<file path="config.mk">
export PLATFORM = sky130hd
export DESIGN_NAME = mips_mc_ctrl
export DESIGN_NICKNAME = d
export VERILOG_FILES = /design/src/rtl/mips_mc_ctrl.sv
export SDC_FILE = /design/constraint.sdc
export NUM_CORES = 1
export LEC_CHECK = 0
export ABC_AREA = 1
export ABC_CLOCK_PERIOD_IN_PS = 1400
export CORE_MARGIN = 2
export CORE_UTILIZATION = 43
export DETAILED_ROUTE_END_ITERATION = 10
export GPL_TIMING_DRIVEN = 0
export PLACE_DENSITY = 0.75
export RECOVER_POWER = 100
export SLEW_MARGIN = 10
export SYNTH_ARGS = -nofsm -noshare
export SYNTH_HDL_FRONTEND = slang
export SYNTH_SLANG_ARGS = --single-unit
</file>
<file path="constraint.sdc">
create_clock -name clk -period 1.4 [get_ports clk]
set_clock_uncertainty 0.15 [all_clocks]
set_input_delay 0.28 -clock clk [delete_from_list [all_inputs] [get_ports clk]]
set_output_delay 0.28 -clock clk [all_outputs]
set_load 0.01 [all_outputs]
</file>
<file path="src/rtl/mips_mc_ctrl.sv">
// Multi-cycle MIPS control FSM with a mem_req/mem_ready wait-state handshake.
// Build option: define ILLEGAL_TRAP_EN to send unknown opcodes to TRAP instead of a NOP.
module mips_mc_ctrl #(
  parameter int WAIT_LIMIT = 15
) (
  input  logic       clk,
  input  logic       rst,
  input  logic [5:0] opcode,
  input  logic [5:0] funct,
  input  logic       zero,
  input  logic       mem_ready,
  output logic       pc_we,
  output logic [1:0] pc_src,
  output logic       iord,
  output logic       mem_req,
  output logic       mem_we,
  output logic       ir_we,
  output logic       reg_we,
  output logic       reg_dst,
  output logic       mem_to_reg,
  output logic       alu_src_a,
  output logic [1:0] alu_src_b,
  output logic [1:0] alu_op,
  output logic       halted,
  output logic       bus_err,
  output logic [3:0] state_o
);

  localparam logic [5:0] OP_RTYPE   = 6'b000000;
  localparam logic [5:0] OP_LW      = 6'b100011;
  localparam logic [5:0] OP_SW      = 6'b101011;
  localparam logic [5:0] OP_BEQ     = 6'b000100;
  localparam logic [5:0] OP_ADDI    = 6'b001000;
  localparam logic [5:0] OP_J       = 6'b000010;
  localparam logic [5:0] FN_SYSCALL = 6'b001100;

  localparam int CW = (WAIT_LIMIT < 2) ? 1 : $clog2(WAIT_LIMIT + 1);
  localparam logic [CW-1:0] LAST = CW'((WAIT_LIMIT == 0) ? 0 : WAIT_LIMIT - 1);

  typedef enum logic [3:0] {
    S_FETCH  = 4'd0,
    S_DECODE = 4'd1,
    S_MEMADR = 4'd2,
    S_MEMRD  = 4'd3,
    S_MEMWB  = 4'd4,
    S_MEMWR  = 4'd5,
    S_EXEC   = 4'd6,
    S_RWB    = 4'd7,
    S_BRANCH = 4'd8,
    S_ADDIEX = 4'd9,
    S_ADDIWB = 4'd10,
    S_JUMP   = 4'd11,
    S_HALT   = 4'd12
`ifdef ILLEGAL_TRAP_EN
    , S_TRAP = 4'd13
`endif
  } state_t;

  // Registered Moore controls; the fetch/branch/jump flags are qualified later by mem_ready/zero.
  typedef struct packed {
    logic [1:0] pc_src;
    logic       iord;
    logic       mem_req;
    logic       mem_we;
    logic       reg_we;
    logic       reg_dst;
    logic       mem_to_reg;
    logic       alu_src_a;
    logic [1:0] alu_src_b;
    logic [1:0] alu_op;
    logic       halted;
    logic       fetch;
    logic       branch;
    logic       jump;
  } ctl_t;

  function automatic ctl_t decode(input state_t s);
    ctl_t c;
    c = '0;
    case (s)
      S_FETCH:  begin c.mem_req = 1'b1; c.alu_src_b = 2'd1; c.fetch = 1'b1; end
      S_DECODE: c.alu_src_b = 2'd3;
      S_MEMADR: begin c.alu_src_a = 1'b1; c.alu_src_b = 2'd2; end
      S_MEMRD:  begin c.mem_req = 1'b1; c.iord = 1'b1; end
      S_MEMWB:  begin c.reg_we = 1'b1; c.mem_to_reg = 1'b1; end
      S_MEMWR:  begin c.mem_req = 1'b1; c.mem_we = 1'b1; c.iord = 1'b1; end
      S_EXEC:   begin c.alu_src_a = 1'b1; c.alu_op = 2'd2; end
      S_RWB:    begin c.reg_we = 1'b1; c.reg_dst = 1'b1; end
      S_BRANCH: begin c.alu_src_a = 1'b1; c.alu_op = 2'd1; c.pc_src = 2'd1; c.branch = 1'b1; end
      S_ADDIEX: begin c.alu_src_a = 1'b1; c.alu_src_b = 2'd2; end
      S_ADDIWB: c.reg_we = 1'b1;
      S_JUMP:   begin c.pc_src = 2'd2; c.jump = 1'b1; end
      S_HALT:   c.halted = 1'b1;
`ifdef ILLEGAL_TRAP_EN
      S_TRAP:   c.halted = 1'b1;
`endif
      default:  c = '0;
    endcase
    return c;
  endfunction

  state_t        state, nxt;
  ctl_t          ctl_q;
  logic [CW-1:0] wait_cnt, wait_nxt;
  logic          mem_state, timeout;

  assign mem_state = (state == S_FETCH) || (state == S_MEMRD) || (state == S_MEMWR);
  assign timeout   = (WAIT_LIMIT != 0) && mem_state && !mem_ready && (wait_cnt == LAST);

  always_comb begin
    nxt      = state;
    wait_nxt = '0;
    if (mem_state && !mem_ready) wait_nxt = wait_cnt + CW'(1);
    case (state)
      S_FETCH:  if (mem_ready) nxt = S_DECODE;
      S_DECODE: begin
        case (opcode)
          OP_RTYPE:     nxt = (funct == FN_SYSCALL) ? S_HALT : S_EXEC;
          OP_LW, OP_SW: nxt = S_MEMADR;
          OP_BEQ:       nxt = S_BRANCH;
          OP_ADDI:      nxt = S_ADDIEX;
          OP_J:         nxt = S_JUMP;
`ifdef ILLEGAL_TRAP_EN
          default:      nxt = S_TRAP;
`else
          default:      nxt = S_FETCH;
`endif
        endcase
      end
      S_MEMADR: nxt = (opcode == OP_SW) ? S_MEMWR : S_MEMRD;
      S_MEMRD:  if (mem_ready) nxt = S_MEMWB;
      S_MEMWB:  nxt = S_FETCH;
      S_MEMWR:  if (mem_ready) nxt = S_FETCH;
      S_EXEC:   nxt = S_RWB;
      S_RWB:    nxt = S_FETCH;
      S_BRANCH: nxt = S_FETCH;
      S_ADDIEX: nxt = S_ADDIWB;
      S_ADDIWB: nxt = S_FETCH;
      S_JUMP:   nxt = S_FETCH;
      S_HALT:   nxt = S_HALT;
`ifdef ILLEGAL_TRAP_EN
      S_TRAP:   nxt = S_TRAP;
`endif
      default:  nxt = S_FETCH;
    endcase
    if (timeout) nxt = S_HALT;
  end

  always_ff @(posedge clk or posedge rst) begin
    if (rst) begin
      state    <= S_FETCH;
      wait_cnt <= '0;
      bus_err  <= 1'b0;
      ctl_q    <= decode(S_FETCH);
    end else begin
      state    <= nxt;
      wait_cnt <= wait_nxt;
      ctl_q    <= decode(nxt);
      if (timeout) bus_err <= 1'b1;
    end
  end

  // rst gates the request and strobes combinationally so an access is abandoned at once.
  assign mem_req    = ctl_q.mem_req & ~rst;
  assign ir_we      = ctl_q.fetch & mem_ready & ~rst;
  assign pc_we      = ~rst & ((ctl_q.fetch & mem_ready) | (ctl_q.branch & zero) | ctl_q.jump);
  assign pc_src     = ctl_q.pc_src;
  assign iord       = ctl_q.iord;
  assign mem_we     = ctl_q.mem_we;
  assign reg_we     = ctl_q.reg_we;
  assign reg_dst    = ctl_q.reg_dst;
  assign mem_to_reg = ctl_q.mem_to_reg;
  assign alu_src_a  = ctl_q.alu_src_a;
  assign alu_src_b  = ctl_q.alu_src_b;
  assign alu_op     = ctl_q.alu_op;
  assign halted     = ctl_q.halted;
  assign state_o    = state;

endmodule
</file>
==> out/summary.txt <==
die width -> 60.7 um
worst setup path category -> register to register
CP max stage delay -> 0.48 ns
Async S/R FF share, synth -> 100%
failing checks -> setup timing
Fmax -> 0.554 GHz
IO Count -> 37
CP startpoint kind -> register
share of cells above drive strength 1 -> 50.8%
Post-synth EDFFs -> 0
top_reg_cell synth -> dfrtp_1
sequential-to-total area share from yosys stat -> 43.7%
WL/cell -> 13.4 um
clk sink count -> 24
final worst slack -> -0.405 ns
launching point of the worst reg2reg path -> state_o[3]$_DFF_PP0_
Hold Crit Class -> register to register
GRT Total Usage -> 18.3%
Final HPWL DP -> 2.13 mm
#FFs+latches synth -> 24
Die Y -> 60.7 um
vias in the first global route -> 1212
CP Capture Type -> register
GRT overflow -> 0
Power Density -> 1610 nW/um2
DR pass1 iterations -> 4
Crit Path Max Fanout -> 4
Post-Layout Cell Count -> 280
initial DRC count -> 53
H-tree depth -> 1
PortBufs -> 36
commonest cells in the netlist -> nand2_1 (36), inv_1 (33), nor2_1 (25)
Post-Syn Instances -> 182
pin count of the biggest net entering global routing -> 25
Worst Tran Pin Value -> 0.501 ns
r2r worst-path depth -> 12
clock buffer count from CTS -> 3
final setup fails -> 27
Detailed Route WL -> 3.76 mm
Netlist cell types -> 23
CTS Buffer Depth -> 2
synthesized area per cell -> 7.60 um2
Worst-Skew Late Latency -> 0.32 ns
Filler Cells Inserted -> 230
DRC -> 0
WP data arrival -> 1.93 ns
Static Leak -> 0.00121 uW
first-pass GRT wire length -> 4.99 mm
max-slew violation count -> 0
CP required -> 1.52 ns
CP max-delay cell -> dfrtp_2
Root Buffer -> clkbuf_4
Reg clk slew, reported paths -> 0.13 ns
Netlist Area Pre-Place -> 1380 um2
RSZ-0062 raised after global routing -> yes
vias per cell -> 4.80
top-area cell type share of the netlist area -> 38.0%
total die area -> 3690 um2
placed cells -> 262
Final period util -> 129%
Nets -> 255
P&R area growth vs syn -> 60.5%
Post-DRT Antenna Nets -> 0
ANT cells -> 0
worst-path cell chain -> nor2_4 -> buf_6 -> nand2_4 -> nor2_4 -> inv_2 -> nand2_2 -> nor2_2 -> nand2_2 -> inv_2 -> nor2_4 -> nand2_2 -> nand3_2
Initial Util -> 45.3%
relative slew slack -> 66.6%
hold path depth -> 1
worst hold start -> bus_err$_DFFE_PP0P_
via count -> 1343
row cnt -> 20
Worst IR Drop VDD -> 0.00107 V
Syn Nets -> 200
max cap viols -> 0
fin crit period -> 1.80 ns
routability-driven placement congestion ratio -> 0.812
antenna violations before repair -> 0
CTS tree -> yes
synth top area cells -> dfrtp_1 (38%), nand2_1 (9.8%), inv_1 (9.0%), nand3_1 (8.0%), nor2_1 (6.8%)
most frequent cell after synthesis -> nand2_1
cell accounting for the most synthesized area -> dfrtp_1
final hold vios -> 0
Yosys warning count -> 0
Final Core Density -> 72.7%
crit path from -> state_o[3]$_DFF_PP0_
status -> finished with violations
Hold-fix buffers, CTS -> 0
Core ar. -> 3050 um2
layer usage:
metal  vias to the layer above  part of all wire, %  track usage [%]  wire [um]
met1                       644                   40             21.4       1490
met4                         0                 0.35             4.97         13
met3                         2                  5.2             4.90        196
met2                        43                   55             33.2       2060
met5                         -                    0                0          0
li1                        654                    -                -          -
per-stage QoR:
step / area [um2] / hold WS (ns) / worst slack, ns / setup TNS [ns] / total power [uW]
2_1_floorplan: 1390 / 0.142 / -0.132 / -1.28 / 1840
3_3_place_gp: 1800 / 0.306 / -0.730 / -16.60 / 2280
3_5_place_dp: 1800 / 0.309 / -0.735 / -17.11 / 2300
4_1_cts: 1980 / 0.267 / -0.323 / -4.80 / 3030
5_1_grt: 2220 / 0.373 / -0.483 / -8.42 / 3780
6_report: 2220 / 0.354 / -0.405 / -6.77 / 3570
layout make-up:
type | count | area [um2] | share of cell area (%)
Tap cell | 44 | 55.1 | 2.48
Timing Repair Buffer | 56 | 500 | 22.5
Clock buffer | 3 | 22.5 | 1.01
Sequential cell | 24 | 608 | 27.4
Multi-Input combinational cell | 116 | 862 | 38.8
Clock inverter | 1 | 30.0 | 1.35
Inverter | 36 | 141 | 6.37
where the power goes:
part	leakage, uW	switching [uW]	total, uW	internal [uW]
Sequential	0.000315	133	1020	891
Clock	0.0000279	209	498	290
Combinational	0.000868	1170	2040	870
Total	0.00121	1520	3570	2050
worst paths after layout:
check	end	slack, ns
setup reg to reg	ctl_q[13]$_DFF_PP1_	-0.40
max in group asynchronous	alu_src_b[0]$_DFF_PP1_	0.40
min in group asynchronous	mem_we$_DFF_PP0_	0.38
setup / recovery	ctl_q[13]$_DFF_PP1_	-0.40
hold reg to reg	bus_err$_DFFE_PP0P_	0.35
hold / removal	bus_err$_DFFE_PP0P_	0.35
critical path, delay by kind of cell (launching register included):
kind,cells,cell delay [ns]
flops,1,0.48
buf+inv,3,0.25
simple gates,9,0.88
placed cells by master, fill, tap and decap left out, types with 2 or more instances in the layout:
cell type	instances
clkbuf_2	4
a21oi_2	3
nor2_2	6
nand3_2	8
ha_1	2
inv_2	10
nand2_2	14
dfrtp_1	18
clkdlybuf4s50_1	9
nand3_4	3
dfstp_2	3
inv_1	24
dlygate4sd2_1	4
buf_4	11
nand2_1	19
buf_6	18
dfrtp_2	3
clkdlybuf4s15_1	2
clkbuf_1	2
buf_2	4
nor2_1	14
nand2_4	7
nand3_1	14
and3_1	2
nor2_4	17
clkbuf_4	3
logic make-up (layout without fill, tap and decap cells):
| kind of cell | Yosys count | count (layout) | share of synthesized area (%) |
|---|---|---|---|
| AND/OR/NAND/NOR | 107 | 107 | 37.9 |
| buffers and inverters | 42 | 96 | 13.0 |
| flip-flops | 24 | 24 | 43.7 |
| AO/OA/AOI/OAI | 5 | 5 | 2.26 |
| adder cells (fa/ha/maj) | 2 | 2 | 1.81 |
| XOR/XNOR | 2 | 2 | 1.27 |
repair_timing:
item,CTS,global route
endpoints found under the setup margin,38,42
setup buffers,7,13
hold endpoints to repair,0,0
gates resized for setup,106,68
pin swaps,16,23
(Power assumes the default switching activity.)
